`config.mk`:
```
export PLATFORM = sky130hd
export DESIGN_NAME = product_accumulator
export DESIGN_NICKNAME = d
export VERILOG_FILES = /design/src/rtl/product_accumulator.sv
export SDC_FILE = /design/constraint.sdc
export NUM_CORES = 1
export LEC_CHECK = 0
export ABC_AREA = 1
export BUFFER_PORTS_ARGS = -buffer_cell sky130_fd_sc_hd__buf_2
export CAP_MARGIN = 40
export CORE_ASPECT_RATIO = 1.4
export CORE_UTILIZATION = 58
export CTS_CLUSTER_SIZE = 14
export DETAILED_ROUTE_END_ITERATION = 7
export PLACE_DENSITY_LB_ADDON = 0.3
export SKIP_CTS_REPAIR_TIMING = 1
export SLEW_MARGIN = 20
export SYNTH_ARGS = -nofsm -noshare
export SYNTH_HDL_FRONTEND = slang
export SYNTH_SLANG_ARGS = --single-unit
```
`constraint.sdc`:
```
create_clock -name clock -period 3.25 [get_ports clock]
set_clock_uncertainty 0.1 [all_clocks]
set_input_delay 0.65 -clock clock [delete_from_list [all_inputs] [get_ports clock]]
set_output_delay 0.65 -clock clock [all_outputs]
set_load 0.02 [all_outputs]
```
`src/rtl/product_accumulator.sv`:
```
// rtl/product_accumulator.sv - accumulates multiplier products into a saturating group sum with valid/ready handshakes
module product_accumulator #(
    parameter int N         = 4,
    parameter int ACC_W     = 12,
    parameter int MAX_TERMS = 8,
    localparam int CW       = $clog2(MAX_TERMS + 1)
) (
    input  logic             clock,
    input  logic             n_reset,
    input  logic             clear,
    input  logic             in_valid,
    output logic             in_ready,
    input  logic [2*N-1:0]   product,
    input  logic             last,
    output logic             out_valid,
    input  logic             out_ready,
    output logic [ACC_W-1:0] sum,
    output logic [CW-1:0]    count,
    output logic             overflow
);

    // One spare bit above the accumulator exposes the carry used for saturation.
    localparam int PAD = ACC_W + 1 - 2 * N;

    typedef enum logic [1:0] {
        IDLE = 2'd0,
        ACC  = 2'd1,
        HOLD = 2'd2
    } state_t;

    state_t             state_q, state_d;
    logic [ACC_W-1:0]   acc_q, acc_d;
    logic [CW-1:0]      cnt_q, cnt_d;
    logic               ovf_q, ovf_d;
    logic               accept;
    logic [ACC_W:0]     sum_ext;

    // Handshake and result outputs come straight from registered state.
    assign in_ready  = (state_q != HOLD);
    assign out_valid = (state_q == HOLD);
    assign sum       = acc_q;
    assign count     = cnt_q;
    assign overflow  = ovf_q;

    assign accept  = in_valid && in_ready;
    assign sum_ext = {1'b0, acc_q} + {{PAD{1'b0}}, product};

    // State register plus datapath registers; reset clears the whole group.
    always_ff @(posedge clock or negedge n_reset) begin
        if (!n_reset) begin
            state_q <= IDLE;
            acc_q   <= '0;
            cnt_q   <= '0;
            ovf_q   <= 1'b0;
        end else begin
            state_q <= state_d;
            acc_q   <= acc_d;
            cnt_q   <= cnt_d;
            ovf_q   <= ovf_d;
        end
    end

    // Next-state and datapath update; clear overrides any accept or release.
    always_comb begin
        state_d = state_q;
        acc_d   = acc_q;
        cnt_d   = cnt_q;
        ovf_d   = ovf_q;
        if (clear) begin
            state_d = IDLE;
            acc_d   = '0;
            cnt_d   = '0;
            ovf_d   = 1'b0;
        end else begin
            case (state_q)
                IDLE, ACC: begin
                    if (accept) begin
                        cnt_d = cnt_q + CW'(1);
                        // A saturated accumulator is all ones, so any further
                        // nonzero product carries out again and it stays pinned.
                        if (sum_ext[ACC_W]) begin
                            acc_d = '1;
                            ovf_d = 1'b1;
                        end else begin
                            acc_d = sum_ext[ACC_W-1:0];
                        end
                        if (last || (cnt_q == CW'(MAX_TERMS - 1))) begin
                            state_d = HOLD;
                        end else begin
                            state_d = ACC;
                        end
                    end
                end
                HOLD: begin
                    if (out_ready) begin
                        state_d = IDLE;
                        acc_d   = '0;
                        cnt_d   = '0;
                        ovf_d   = 1'b0;
                    end
                end
                default: begin
                    state_d = IDLE;
                    acc_d   = '0;
                    cnt_d   = '0;
                    ovf_d   = 1'b0;
                end
            endcase
        end
    end

endmodule
```
Word level (Yosys, flattened, before mapping)
Cells that the tools add are included.
{ "word_totals": {"n_memories": 0, "reg_bits": 19, "latchBits": 0, "mem_bits_ro": 0, "input_bits": 14, "ramBits": 0, "word_cells": 38} }
{ "op_classes": {"bitwise_logic": 0, "div_mod_pow": 0, "mul": 0, "magnitude_cmp": 0, "eq_ne": 7, "n_reduce_logical": 6, "mux": 19, "n_shift": 0, "addsub": 2} }
{ "op_table": {"columns": ["operator", "count"], "rows": [
  ["$mux W12", 4],
  ["$pmux W12 S2", 1],
  ["$add A12 B8 Y13", 1],
  ["$mux W4", 3],
  ["$mux W2", 4],
  ["$pmux W4 S2", 1],
  ["$ne A3 B3 Y1 const B", 2],
  ["$add A4 B1 Y4 const B", 1],
  ["$eq A4 B3 Y1 const B", 1],
  ["$mux W1", 4],
  ["$pmux W2 S2", 1],
  ["$ne A3 B2 Y1 const B", 1],
  ["$reduce_and A3 Y1", 1],
  ["$eq A2 B1 Y1 const B", 1],
  ["$eq A2 B2 Y1 const B", 1],
  ["$logic_not A2 Y1", 1],
  ["$ne A2 B2 Y1 const B", 1],
  ["$pmux W1 S2", 1],
  ["$reduce_and A2 Y1", 1],
  ["$reduce_or A2 Y1", 1],
  ["$logic_and A1 B1 Y1", 1],
  ["$logic_or A1 B1 Y1", 1]
]} }

Longest topological paths before layout
Gate-level depths: netlist of the first run.
{ "logic_depth": {"word_depth": 6, "depth_mapped": 11, "mapped_depth_nobuf": 11} }

Least setup slack after synthesis of the first run
No wires, ideal clock.
{ "synth_path": {"path_type": "input to register", "from": "in product[0]", "to": "reg acc_q[11] (netlist: sum[11])", "arrival_time_ns": 1.878, "path_slack_ns": 1.155, "required_time_ns": 3.033, "path_stages": 10, "setup_time_ns": 0.117, "cell_sequence": "ha_1 fa_1 nand2_2 o21bai_4 nand2_2 nand2_2 nand2_4 nand3_2 nand2_1 nand2_1"} }
{ "synth_between": {"elab_chain_cells": 5} }
{ "synth_lines": {"columns": ["element", "line", "source"], "rows": [
  ["start: declaration", "13", "input logic [2*N-1:0] product,"],
  ["$add A12 B8 Y13", "46", "assign sum_ext = {1'b0, acc_q} + {{PAD{1'b0}}, product};"],
  ["$mux W12", "81", "if (sum_ext[ACC_W]) begin"],
  ["$mux W12", "77", "if (accept) begin"],
  ["$pmux W12 S2", "75", "case (state_q)"],
  ["$mux W12", "69", "if (clear) begin"],
  ["end signal: assignment", "52", "acc_q <= '0;"],
  ["end signal: assignment", "57", "acc_q <= acc_d;"],
  ["end: declaration", "32", "logic [ACC_W-1:0] acc_q, acc_d;"]
]} }
Every way passes these cells. The select of a mux whose other input is x is not followed.
A chain may end at the register's enable or synchronous reset.

Worst setup path after layout of the first run
{ "layout_path": {"from": "in product[0]", "to": "reg acc_q[10] (netlist: sum[10])"} }
The elaborated chain is that of the path after synthesis.

==> results of run 1 <==
through the flow:
stage          instance area [µm²]  hold slack (ps)  cells
2_1_floorplan                 1460              254    203
3_3_place_gp                  1650              375    267
3_5_place_dp                  1650              386    267
4_1_cts                       1670              177    271
5_1_grt                       1670              189    271
6_report                      1670              154    271
state kept, by name, summed over array words and instances, names as in the netlist:
signal,flops
count,4
state_q,2
overflow,1
sum,12
layout make-up:
class / count / area share
multi-input cells: 153 / 0.513
repair buffers: 32 / 0.0958
flip-flops and latches: 19 / 0.284
clock buffers: 4 / 0.0157
inverters: 29 / 0.0651
well taps: 34 / 0.0254
logic make-up (layout without fill, tap and decap cells):
family	Yosys count	after routing	share of synthesized area
buffers and inverters	31	65	0.0858
DFF	19	19	0.326
adders and majority gates	10	10	0.0909
and+or+nand+nor	118	118	0.368
AOI/OAI and AO/OA	20	20	0.0995
xor gates and xnor gates	5	5	0.0300
worst reg2reg max path, cell delays in order (launching register included):
cell and delay (ps):
dfrtp_1 410, ha_1 230, fa_1 420, nand2_2 120
o21bai_4 80, nand2_2 60, nand2_2 100, nand2_4 160
nand3_2 80, nand2_1 60, nand2_1 50
metal layers:
metal,vias to the layer above,share of wire
li1,711,-
met1,670,0.42
met2,32,0.54
met3,5,0.023
met4,0,0.017
met5,-,0
final timing paths:
| kind | from | end | slack (ps) |
|---|---|---|---|
| worst min-delay path | n_reset | sum[4]$_DFFE_PN0P_ | 150 |
| min in group clock | overflow$_DFFE_PN0P_ | overflow$_DFFE_PN0P_ | 410 |
| worst max register to register | sum[0]$_DFFE_PN0P_ | sum[10]$_DFFE_PN0P_ | 1280 |
| worst min register to register | overflow$_DFFE_PN0P_ | overflow$_DFFE_PN0P_ | 410 |
| worst max-delay path | product[0] | sum[10]$_DFFE_PN0P_ | 1260 |
| max in group asynchronous | n_reset | sum[6]$_DFFE_PN0P_ | 2590 |
power groups by stage:
stage / Combinational [W] / Clock [W] / Sequential (W)
detailed placement: 0.000460 / 0 / 0.000329
finish: 0.000462 / 0.000127 / 0.000324
CTS: 0.000463 / 0.000128 / 0.000324
global placement: 0.000456 / 0 / 0.000326
floorplan: 0.000297 / 0 / 0.000376
global route: 0.000522 / 0.000137 / 0.000329
placed cells by master, fill, tap and decap left out:
| cell | count |
|---|---|
| nand2_1 | 74 |
| buf_2 | 32 |
| inv_1 | 28 |
| dfrtp_1 | 19 |
| nor2_1 | 14 |
| nand3_1 | 13 |
| ha_1 | 9 |
| a21oi_1 | 7 |
| nand2_2 | 5 |
| nand3_2 | 4 |
| o21ai_0 | 4 |
| xor2_1 | 3 |
| nand4_1 | 3 |
| clkbuf_4 | 3 |
| nor2_2 | 2 |
| a31oi_1 | 2 |
| xnor2_1 | 2 |
| a22o_1 | 2 |
| inv_2 | 1 |
| o21bai_4 | 1 |
| o21bai_1 | 1 |
| a21oi_2 | 1 |
| nor3_4 | 1 |
| o21ai_4 | 1 |
| nand2_4 | 1 |
| nor2_4 | 1 |
| o21ai_2 | 1 |
| fa_1 | 1 |
| clkbuf_1 | 1 |
==> flow_summary.toml, run 1 <==
[run_status]
status = "finished clean"

[clock_network]
clockBufferDepth = 2
cts.sinks = 19
insertion_delay_ps = 310
cts_buffers = 3
clkTransAtPathRegs_ps = 110
cts_tree = "yes"
clock-root-buffer = "clkbuf_4"
cts_htree_levels = 1

[placed_design]
place_congestion = 0.859
dp_hpwl_mm = 2.48
port_buffers = 32
pre_cts_ws_ps = 915

[setup_path]
cp_num_buf_inv = 1
cp_data_required_time_ps = 3360
crit_cells = 11
arrival_ps = 2110
ff2ff_path_depth = 10
critPathTopFamily = "adder cells"
cp_cell_sequence = "buf_2 > ha_1 > fa_1 > nand2_2 > o21bai_4 > nand2_2 > nand2_2 > nand2_4 > nand3_2 > nand2_1 > nand2_1"
slowest_stage = "fa_1"
slowest_delay_ps = 420
crit_fanout = 9
end_kind = "register"
startpoint_type = "primary input"
critical_path_class = "in2reg"
path_common_cell = "nand2_2"

[run]
drv_cap = 0

[synth]
yosys.cell_count.top_type = "nand2_1"
synthTopCellsByCount = "nand2_1 (74), inv_1 (28), dfrtp_1 (19)"
synth.top_cell.area_share = 0.326
synth.largest_area_cell = "dfrtp_1"
synthFlopType = "dfrtp_1"
syn-num-nets = 227
ys_warn_count = 0
synth.area.top_cells = "dfrtp_1 (33%), nand2_1 (19%), ha_1 (7.7%)"
synth_edf_count = 0
synth_area_um2 = 1460
ys_seq_area_frac = 0.326
yosysUniqueCellTypes = 28
synth_seq_cells = 19
syn_inst = 203
synthArstFlopShare = 1.00
synth.avg_cell_area_um2 = 7.19

[sta]
setup_ws_ps = 1260
setup_viol_count_final = 0
tightest_slew_ps = 499
drv_slew = 0
setup_tns_ps = 0
clock.fmax_mhz = 502
period_minus_slack_ps = 1990
hold_violations = 0
rsz0062_at_grt = "false"
slew_headroom = 0.666
finalCritPeriodShare = 0.613

[grt]
grt.overflow.total = 0
grt_max_degree = 20
met3_usage = 0.0176
grt_pass1_vias = 1303
grt_use_met1 = 0.300
busiest_layer = "met2"
grtUsageTotal = 0.262
grt_pass1_wl_mm = 5.29
antenna_found_initial = 0
met2_usage = 0.489

[power]
total_leakage_power_nw = 1.02
power.share.switching = 0.453
seqPwrFrac = 0.354
p_switching_w = 0.000413
clockPowerShare = 0.140
p_total_w = 0.000913
p_int_w = 0.000500
power_frac_comb = 0.506
p_per_area_nw_per_um2 = 546
irDropWorstVdd_uv = 397

[route]
drc_errors = 0
wire_per_inst_um = 11.8
wl_mm = 3.19
vias_per_cell = 5.23
drt_iter0_markers = 33
postRouteAntennaNets = 0
drt-pass1-iter-count = 4
num_vias = 1418

[die]
dieArea_um2 = 2720
die_y_um = 61.3
ios = 33
row_count = 21
core_area_um2 = 2390
die_x_um = 44.4
floorplan.initialDensity = 0.610

[cells_and_area]
multi_input_area_um2 = 858
fin_util = 0.699
final_nets = 262
num_antenna_cells = 0
num-fill-cells = 227
area_delta_synth_final_pct = 14.6
seq_area_um2 = 475
drive_above_1_share = 0.228

[min_path]
hold_class = "in2async"
Note: power is estimated with default switching activity, not from simulation.
==> inputs of run 2 (changes only) <==
- CORE_UTILIZATION: 58 -> 54
- clock period: 3.25 -> 1.99 ns (I/O delays scaled with it)
==> flow_summary.toml, run 2 (same netlist as run 1, synthesis figures left out) <==
[cells_and_area]
area_delta_synth_final_pct = 19.5
finalInstanceArea_um2 = 1740
largest_reg_flops = 12
final_cell_mix = "nand2_1 (74), buf_2 (32), inv_1 (28), dfrtp_1 (19)"
num_antenna_cells = 0
final_common_cell = "nand2_1"
final_nets = 270
drive_above_1_share = 0.257

[setup_path]
slowest_stage = "dfrtp_1"
r2r_start = "sum[0]$_DFFE_PN0P_"
critical_path_class = "reg2reg"
crit_fanout = 7
cp_data_required_time_ps = 2100
slowest_delay_ps = 400
r2r_slack_ps = 120
startpoint_type = "register"
end_kind = "register"
r2r-end = "sum[11]$_DFFE_PN0P_"
ff2ff_path_depth = 10
cp_cell_sequence = "ha_1 > fa_2 > nand2_2 > o21bai_4 > nand2_2 > nand2_4 > nand2_4 > nand3_2 > nand2_1 > nand2_1"
arrival_ps = 1980

[sta]
slew_headroom = 0.711
clock.fmax_mhz = 535
finalCritPeriodShare = 0.939
tightest_slew_ps = 434
period_minus_slack_ps = 1870
drv_slew = 0
setup_viol_count_final = 0
hold_violations = 0
setup_ws_ps = 122
setup_tns_ps = 0

[clock_network]
clockBufferDepth = 2
clkTransAtPathRegs_ps = 110
cts.sinks = 19
cts_htree_levels = 1
cts_buffers = 3
insertion_delay_ps = 310
clock-root-buffer = "clkbuf_4"
cts_tree = "yes"

[placed_design]
port_buffers = 32
place_area_um2 = 1680
pre_cts_ws_ps = -74.7
place_congestion = 0.915
dp_hpwl_mm = 2.60

[route]
drt_iter0_markers = 27
num_vias = 1409
vias_per_cell = 5.05
drt-pass1-iter-count = 4
postRouteAntennaNets = 0
drc_errors = 0
wire_per_inst_um = 12.0
wl_mm = 3.36

[die]
ios = 33
core_area_um2 = 2470
floorplan.initialDensity = 0.591
row_count = 21
die_y_um = 63.5
die_x_um = 45.9
dieArea_um2 = 2920

[power]
total_leakage_power_nw = 1.05
p_per_area_nw_per_um2 = 891
irDropWorstVdd_uv = 703

[min_path]
hold_depth = 4
whs_endpoint = "sum[8]$_DFFE_PN0P_"
hold_class = "in2reg"
hold_start = "clear"

[grt]
grt_pass1_wl_mm = 5.67
grtUsageTotal = 0.264
grt_pass1_vias = 1361
antenna_found_initial = 0
grt.overflow.total = 0
grt_max_degree = 20

[run_status]
status = "finished clean"

[run]
drv_cap = 0
## run 2: changes by cell type in the layout (fill, tap and decap cells not counted)
cell,change
fa_1,-1
dlygate4sd3_1,+1
nand2_4,+1
fa_2,+1
nor2_2,+1
buf_4,+6
nor2_1,-1
## run 2: how the worst max path moves through the flow
stage / slack (ps) / from / end / cells after the start
final: 120 / sum[0]$_DFFE_PN0P_ / sum[11]$_DFFE_PN0P_ / 10
after floorplan: 70 / sum[0]$_DFFE_PN0P_ / sum[11]$_DFFE_PN0P_ / 10
after CTS: 40 / sum[0]$_DFFE_PN0P_ / sum[11]$_DFFE_PN0P_ / 10
after global routing: -1 / sum[0]$_DFFE_PN0P_ / sum[9]$_DFFE_PN0P_ / 10
after global placement: 5 / product[0] / sum[11]$_DFFE_PN0P_ / 11
after detailed placement: -70 / product[0] / sum[11]$_DFFE_PN0P_ / 11
## run 2: layout make-up
cell class / count / area (µm²)
Multi-Input combinational cell: 154 / 875
Fill cell: 227 / 727
Timing Repair Buffer: 39 / 215
Tap cell: 34 / 42.5
Inverter: 29 / 109
Clock buffer: 4 / 26.3
Sequential cell: 19 / 475
## run 2: power by group
part	total (W)	internal, W	leakage (nW)	switching (W)
Combinational	0.000817	0.000312	0.784	0.000505
Clock	0.000205	0.0000786	0.0150	0.000126
Sequential	0.000531	0.000459	0.254	0.0000719
Total	0.00155	0.000850	1.05	0.000703
## run 2: worst max-delay path, delay by kind of cell, from the launching register on
kind	cells	cell delay, ps
AO/OA/AOI/OAI	1	70
adder cells (fa/ha/maj)	2	580
flip-flops	1	400
AND/OR/NAND/NOR	7	610
## run 2: metrics by stage
stage | std cells | hold WS (ps) | power (W) | utilization
after floorplan | 203 | 2.41 | 0.00110 | -
after detailed placement | 272 | 265 | 0.00133 | 0.681
after global placement | 272 | 264 | 0.00131 | 0.681
final | 279 | 272 | 0.00155 | 0.706
after global routing | 279 | 301 | 0.00168 | 0.706
after CTS | 276 | -89.4 | 0.00154 | 0.692
## run 2: metal layers
layer | vias up | global-route usage | part of all wire | wire, µm
met5 | - | 0 | 0 | 0
met4 | 0 | 0.143 | 0.032 | 106
met3 | 11 | 0.0258 | 0.026 | 88
met2 | 39 | 0.452 | 0.52 | 1740
met1 | 634 | 0.303 | 0.42 | 1420
li1 | 725 | - | - | -
